===== src/rtl/board_input_conditioner_if.sv =====
// board_input_conditioner_if
//   Pin-side bundle for board_input_conditioner.
//   raw_i    : asynchronous, bouncy pin levels (driven by the board/master)
//   stable_o : debounced level per channel
//   rise_o   : one-cycle pulse when stable_o[i] goes 0->1
//   fall_o   : one-cycle pulse when stable_o[i] goes 1->0
//   Modports: master drives raw_i, slave (the conditioner) drives the rest.
interface board_input_conditioner_if #(
    parameter int unsigned NumInputs = 5
) ();
    logic [NumInputs-1:0] raw_i;
    logic [NumInputs-1:0] stable_o;
    logic [NumInputs-1:0] rise_o;
    logic [NumInputs-1:0] fall_o;

    modport master (
        output raw_i,
        input  stable_o,
        input  rise_o,
        input  fall_o
    );

    modport slave (
        input  raw_i,
        output stable_o,
        output rise_o,
        output fall_o
    );
endinterface


===== src/rtl/board_input_conditioner.sv =====
// board_input_conditioner
//   Synchronises, debounces and edge-detects raw board inputs (buttons,
//   switches) ahead of the SoC wrapper's reset, fetch-enable and GPIO inputs.
//   Every channel is independent: a SyncStages-deep synchroniser feeds a
//   per-channel counter; a new level is accepted once it has been seen for
//   DebounceCycles consecutive cycles after synchronisation.
//
//   Ports:
//     clk_i : board clock, single clock domain
//     rst_i : synchronous, active-high reset
//     bus   : board_input_conditioner_if.slave (raw_i in; stable_o, rise_o,
//             fall_o out)
//
//   Optional feature macro: BOARD_INPUT_COND_EDGE_EN
//     defined   -> registered rise_o/fall_o edge pulses
//     undefined -> rise_o/fall_o tied to 0, no edge registers
module board_input_conditioner #(
    parameter int unsigned          NumInputs      = 5,
    parameter int unsigned          SyncStages     = 2,
    parameter int unsigned          DebounceCycles = 1_000_000,
    parameter logic [NumInputs-1:0] ResetLevel     = '0
) (
    input  logic                       clk_i,
    input  logic                       rst_i,
    board_input_conditioner_if.slave   bus
);

    localparam int unsigned       CntW    = $clog2(DebounceCycles + 1);
    localparam logic [CntW-1:0]   CntLast = CntW'(DebounceCycles - 1);

    logic [NumInputs-1:0] sync_q [SyncStages];
    logic [NumInputs-1:0] sync;
    logic [NumInputs-1:0] stable_q;
    logic [CntW-1:0]      cnt_q  [NumInputs];
    logic [NumInputs-1:0] accept;

    // Synchroniser chain; the last stage is the debouncer's view of the pin.
    always_ff @(posedge clk_i) begin
        if (rst_i) begin
            for (int unsigned s = 0; s < SyncStages; s++) begin
                sync_q[s] <= ResetLevel;
            end
        end else begin
            sync_q[0] <= bus.raw_i;
            for (int unsigned s = 1; s < SyncStages; s++) begin
                sync_q[s] <= sync_q[s-1];
            end
        end
    end

    assign sync = sync_q[SyncStages-1];

    // A channel accepts its new level on the cycle its mismatch count hits
    // the terminal value; this is the only way the counter returns to 0
    // while still mismatched, so it never wraps.
    always_comb begin
        accept = '0;
        for (int unsigned i = 0; i < NumInputs; i++) begin
            accept[i] = (sync[i] != stable_q[i]) && (cnt_q[i] == CntLast);
        end
    end

    always_ff @(posedge clk_i) begin
        if (rst_i) begin
            stable_q <= ResetLevel;
            for (int unsigned i = 0; i < NumInputs; i++) begin
                cnt_q[i] <= '0;
            end
        end else begin
            for (int unsigned i = 0; i < NumInputs; i++) begin
                if (sync[i] == stable_q[i]) begin
                    cnt_q[i] <= '0;
                end else if (accept[i]) begin
                    stable_q[i] <= sync[i];
                    cnt_q[i]    <= '0;
                end else begin
                    cnt_q[i] <= cnt_q[i] + CntW'(1);
                end
            end
        end
    end

    assign bus.stable_o = stable_q;

`ifdef BOARD_INPUT_COND_EDGE_EN
    logic [NumInputs-1:0] rise_q;
    logic [NumInputs-1:0] fall_q;

    // Pulses are registered alongside the stable_o update so they appear in
    // the first cycle stable_o shows the new level. Reset never pulses.
    always_ff @(posedge clk_i) begin
        if (rst_i) begin
            rise_q <= '0;
            fall_q <= '0;
        end else begin
            rise_q <= accept & sync;
            fall_q <= accept & ~sync;
        end
    end

    assign bus.rise_o = rise_q;
    assign bus.fall_o = fall_q;
`else
    assign bus.rise_o = '0;
    assign bus.fall_o = '0;
`endif

endmodule


===== src/flat_wrapper.sv =====
// flat-port wrapper written by rule: the top's interface ports become plain ports
module board_input_conditioner_flat 
#(
    parameter int unsigned          NumInputs      = 5,
    parameter int unsigned          SyncStages     = 2,
    parameter int unsigned          DebounceCycles = 1_000_000,
    parameter logic [NumInputs-1:0] ResetLevel     = '0
)
  (clk_i, rst_i, bus_raw_i, bus_stable_o, bus_rise_o, bus_fall_o);
  board_input_conditioner_if #(.NumInputs(NumInputs)) bus_i ();
  input  logic clk_i;
  input  logic rst_i;
  input wire logic [$bits(bus_i.raw_i)-1:0] bus_raw_i;
  output wire logic [$bits(bus_i.stable_o)-1:0] bus_stable_o;
  output wire logic [$bits(bus_i.rise_o)-1:0] bus_rise_o;
  output wire logic [$bits(bus_i.fall_o)-1:0] bus_fall_o;
  assign bus_i.raw_i = bus_raw_i;
  assign bus_stable_o = bus_i.stable_o;
  assign bus_rise_o = bus_i.rise_o;
  assign bus_fall_o = bus_i.fall_o;
  board_input_conditioner #(.NumInputs(NumInputs), .SyncStages(SyncStages), .DebounceCycles(DebounceCycles), .ResetLevel(ResetLevel)) u_core (.clk_i(clk_i), .rst_i(rst_i), .bus(bus_i));
endmodule

===== config.mk =====
export PLATFORM = sky130hd
export DESIGN_NAME = board_input_conditioner_flat
export DESIGN_NICKNAME = d
export VERILOG_FILES = /design/src/rtl/board_input_conditioner_if.sv /design/src/rtl/board_input_conditioner.sv /design/src/flat_wrapper.sv
export SDC_FILE = /design/constraint.sdc
export NUM_CORES = 1
export LEC_CHECK = 0
export ABC_CLOCK_PERIOD_IN_PS = 2100
export BUFFER_PORTS_ARGS = -buffer_cell sky130_fd_sc_hd__buf_2
export CAP_MARGIN = 20
export CORE_ASPECT_RATIO = 2
export CORE_UTILIZATION = 46
export DETAILED_ROUTE_END_ITERATION = 8
export PLACE_DENSITY = 0.7
export SYNTH_ARGS = -nofsm -noshare
export SYNTH_HDL_FRONTEND = slang
export SYNTH_SLANG_ARGS = --single-unit

===== constraint.sdc =====
create_clock -name clk_i -period 2.1 [get_ports clk_i]
set_input_delay 0.42 -clock clk_i [delete_from_list [all_inputs] [get_ports clk_i]]
set_output_delay 0.42 -clock clk_i [all_outputs]
set_load 0.005 [all_outputs]

Word level (Yosys, flattened, before mapping):

Memory sizes are Yosys's and may differ from the RTL's.
Index checks and enable logic that the tools add are counted.

* logic and storage cells: 134
* memories kept: 2
* output and inout bits: 15
* memory bits (writable): 110
* flip-flop bits (word level): 5

Memories
* u_core.cnt_q: words 5, width 20, rd ports 5, clocked after Yosys merged registers in 0, wr ports 5, line board_input_conditioner.sv:34 `logic [CntW-1:0] cnt_q [NumInputs];`
* u_core.sync_q: words 2, width 5, rd ports 2, clocked after Yosys merged registers in 0, wr ports 2, line board_input_conditioner.sv:31 `logic [NumInputs-1:0] sync_q [SyncStages];`

* muxes and demuxes: 75
* add/subtract/negate cells: 5
* bitwise operators: 22
* reduce and logical (&&, ||, !) cells: 10
* equality and inequality tests: 15

Operators by type and width (count)
* $mux 20: 15
* $add 20x1->20 const B: 5
* $eq 20x20->1 const B: 5
* $mux 1: 58
* $or 1x1->1: 17
* $mux 5: 2
* $reduce_and 2->1: 5
* $eq 1x1->1: 5
* $logic_and 1x1->1: 5
* $ne 1x1->1: 5
* $not 1->1: 5

Longest topological paths before layout:

An unclocked memory read counts as a cell.

* depth in word-level cells: 9
* depth in mapped cells: 6
* depth with buffers taken out: 5

Worst setup path after synthesis:

No wires, ideal clock.

* path kind: register to register
* start: memory u_core.cnt_q[2][7] in the netlist's numbering
* end: memory u_core.cnt_q[2][2] in the netlist's numbering, data pin
* clock period less this slack: 2.062 ns
* setup slack: 0.038 ns
* data arrival time: 1.805 ns
* buffers on the path: 1
* cell stages (with the launch flop): 6
* path through: edfxtp_1 or4_1 or4_4 o21ai_1 buf_2 nor2_1

RTL lines (line)
* from (decl): board_input_conditioner.sv:34

==> run_results.csv <==
group,metric,value,unit
timing,fin_crit,2080,ps
power,p_seq_frac,0.472,
routing,dr.first_iter.drc_count,175,
routing,drc,0,
timing,post-route-period-util,0.992,
clocking,insertion_delay,400,ps
clocking,cts.reportedPaths.clkPinSlew,50,ps
floorplan,start_util,0.471,
logic_synthesis,synthCells,587,
clocking,h-tree-depth,4,
layout,drive_gt1_frac,0.131,
routing,via_count,4750,
logic_synthesis,synth_edf_count,100,
routing,avgViaCountPerCell,5.28,
routing,wirelength,12600,um
worst_setup_path,path_class,"flip-flop to flip-flop",
placed_design,finalWeightedCongestion,0.875,
timing,drv_slew,0,
power,powerDensity,752,mW/mm2
layout,area_growth,23.7,%
logic_synthesis,yosys_register_bits,115,
layout,final_cell_mix,"110 x conb_1, 100 x edfxtp_1, 66 x nor2_1, 34 x nand3_1",
logic_synthesis,yosys_warnings,0,
worst_setup_path,cp-start-kind,"flip-flop",
global_route,grt_overflow_total,0,
floorplan,ios,22,
floorplan,coreArea,0.0129,mm2
clocking,clock-root-buffer,"clkbuf_16",
logic_synthesis,synth_area_per_cell,10.4,um2
timing,finalSetupViolCount,0,
logic_synthesis,synth_cell_types,37,
timing,tns,0,ps
clocking,cts_tree,"yes",
global_route,grt_first_pass_wirelength,21200,um
power,p_int,4.44,mW
timing,max_freq,480,MHz
clocking,cts_buffers,17,
floorplan,rows,59,
clocking,cts_setup_buffers,0,
global_route,antenna_found_initial,0,
power,switching_share,0.214,
power,switching_power,1.21,mW
routing,antenna_left,0,
timing,worst_slack,16.2,ps
timing,hold_violations,0,
worst_setup_path,critPathCaptureType,"flip-flop",
worst_setup_path,crit_fanout,5,
placed_design,preCtsSetupSlack,-73.3,ps
logic_synthesis,synth_area,0.00608,mm2
logic_synthesis,ys_seq_area_frac,0.543,
global_route,grt_start_max_net_pins,21,
timing,grt_setup_unrepaired,"yes",
global_route,grt_pass1_vias,4953,
placed_design,dpl.hpwl,9010,um
power,power.total,5.65,mW
global_route,track_usage,0.193,
layout,final_common_cell,"conb_1",
logic_synthesis,async_flop_share,0,
layout,layout.nets,746,
floorplan,die_h,165,um
floorplan,die-area,0.0137,mm2
routing,post_drt_wl_per_cell,14.0,um
routing,first_pass_iters,5,
placed_design,io_buffers,11,
layout,antenna_cells,0,
worst_setup_path,crit_arrival,2230,ps
job,maxCapViolCount,0,
worst_setup_path,required,2240,ps
timing,fin_skew,6.12,ps
run_status,status,"completed",
floorplan,die_width,83.3,um
power,leakage,2.65,nW
clocking,cts_num_sinks,115,
hold_path,hp-class,"input pin to flip-flop",
power,power_frac_comb,0.043,
logic_synthesis,synth_ff_type,"edfxtp_1",
power,clockPowerShare,0.485,
power,ir_worst_vdd,656,uV
clocking,cts_buffer_depth,2,
[power groups by stage]
stage / sequential [mW] / clock (mW) / combinational [mW]
finish: 2.67 / 2.74 / 0.243
global route: 2.68 / 2.90 / 0.275
floorplan: 2.69 / 0 / 0.170
global placement: 2.70 / 0 / 0.215
CTS: 2.66 / 2.79 / 0.231
detailed placement: 2.71 / 0 / 0.224
[cell families after synthesis]
group,synth area share
compound gates,0.0749
simple gates,0.245
xor+xnor,0.0879
buf+inv,0.0368
fa+ha+maj,0.0103
other cells,0.00124
flops,0.543
[synth_stat cells, drive strengths merged, types with 6 or more instances]
library cell / count / area share
xnor2: 31 / 0.045
nand3: 36 / 0.031
o31ai: 14 / 0.017
and4: 7 / 0.010
inv: 21 / 0.013
or3: 29 / 0.030
xor2: 30 / 0.043
o21ai: 27 / 0.022
nor4: 9 / 0.0093
and3: 7 / 0.0072
nor2b: 10 / 0.010
edfxtp: 100 / 0.49
nor3: 9 / 0.0074
nand2: 31 / 0.019
or4: 18 / 0.023
nor2: 72 / 0.044
buf: 15 / 0.016
dfxtp: 15 / 0.049
clkbuf: 12 / 0.0074
a21oi: 38 / 0.031
nand4: 22 / 0.023
and2: 6 / 0.0062
[through the flow]
| stage | util | hold slack [ps] | instances | area, um2 |
|---|---|---|---|---|
| 6_report | 0.582 | 222 | 899 | 7520 |
| 5_1_grt | 0.582 | 222 | 899 | 7520 |
| 4_1_cts | 0.578 | 206 | 899 | 7460 |
| 3_5_place_dp | 0.529 | 429 | 864 | 6830 |
| 3_3_place_gp | 0.529 | 423 | 864 | 6830 |
| 2_1_floorplan | - | 414 | 695 | 6480 |
[path summary, 6_finish.rpt]
path	start	end	slack (ps)	cells after the start
max	u_core.cnt_q[2][8]$_SDFFCE_PN0P_	u_core.cnt_q[2][13]$_SDFFCE_PN0P_	20	5
min	bus_raw_i[2]	u_core.sync_q[0][2]$_SDFF_PP0_	220	2
max reg2reg	u_core.cnt_q[2][8]$_SDFFCE_PN0P_	u_core.cnt_q[2][13]$_SDFFCE_PN0P_	20	5
min reg2reg	u_core.sync_q[0][2]$_SDFF_PP0_	u_core.sync_q[0][7]$_SDFF_PP0_	450	1
[per-layer routing]
layer | up-vias | track usage | wire (um)
li1 | 2342 | - | -
met1 | 2299 | 0.185 | 4720
met2 | 82 | 0.371 | 7360
met3 | 27 | 0.0450 | 212
met4 | 0 | 0.113 | 299
met5 | - | 0 | 0
[cell type report]
class,instances,area [um2]
clock buffers,25,538
repair buffers,47,344
clock inverters,7,42.5
flip-flops and latches,115,3300
multi-input cells,532,3020
well taps,152,190
fillers,1118,5400
inverters,21,78.8
[what timing repair did]
item	4_1_cts	5_1_grt
setup endpoints to repair	20	31
resized for setup	9	17
hold buffers	0	0
gates cloned	3	0
pin swaps	2	5
hold endpoints to repair	0	0
[state kept, by name (all words and copies together), names as in the netlist]
| signal | count |
|---|---|
| u_core.bus.stable_o | 5 |
| u_core.cnt_q | 100 |
| u_core.sync_q | 10 |
[critical path, stage by stage, from the launching register on]
cell	delay (ps)
edfxtp_1	390
or4_1	520
or4_4	460
o21ai_4	240
buf_6	160
a21oi_2	40
Note: power is estimated with default switching activity, not from simulation.
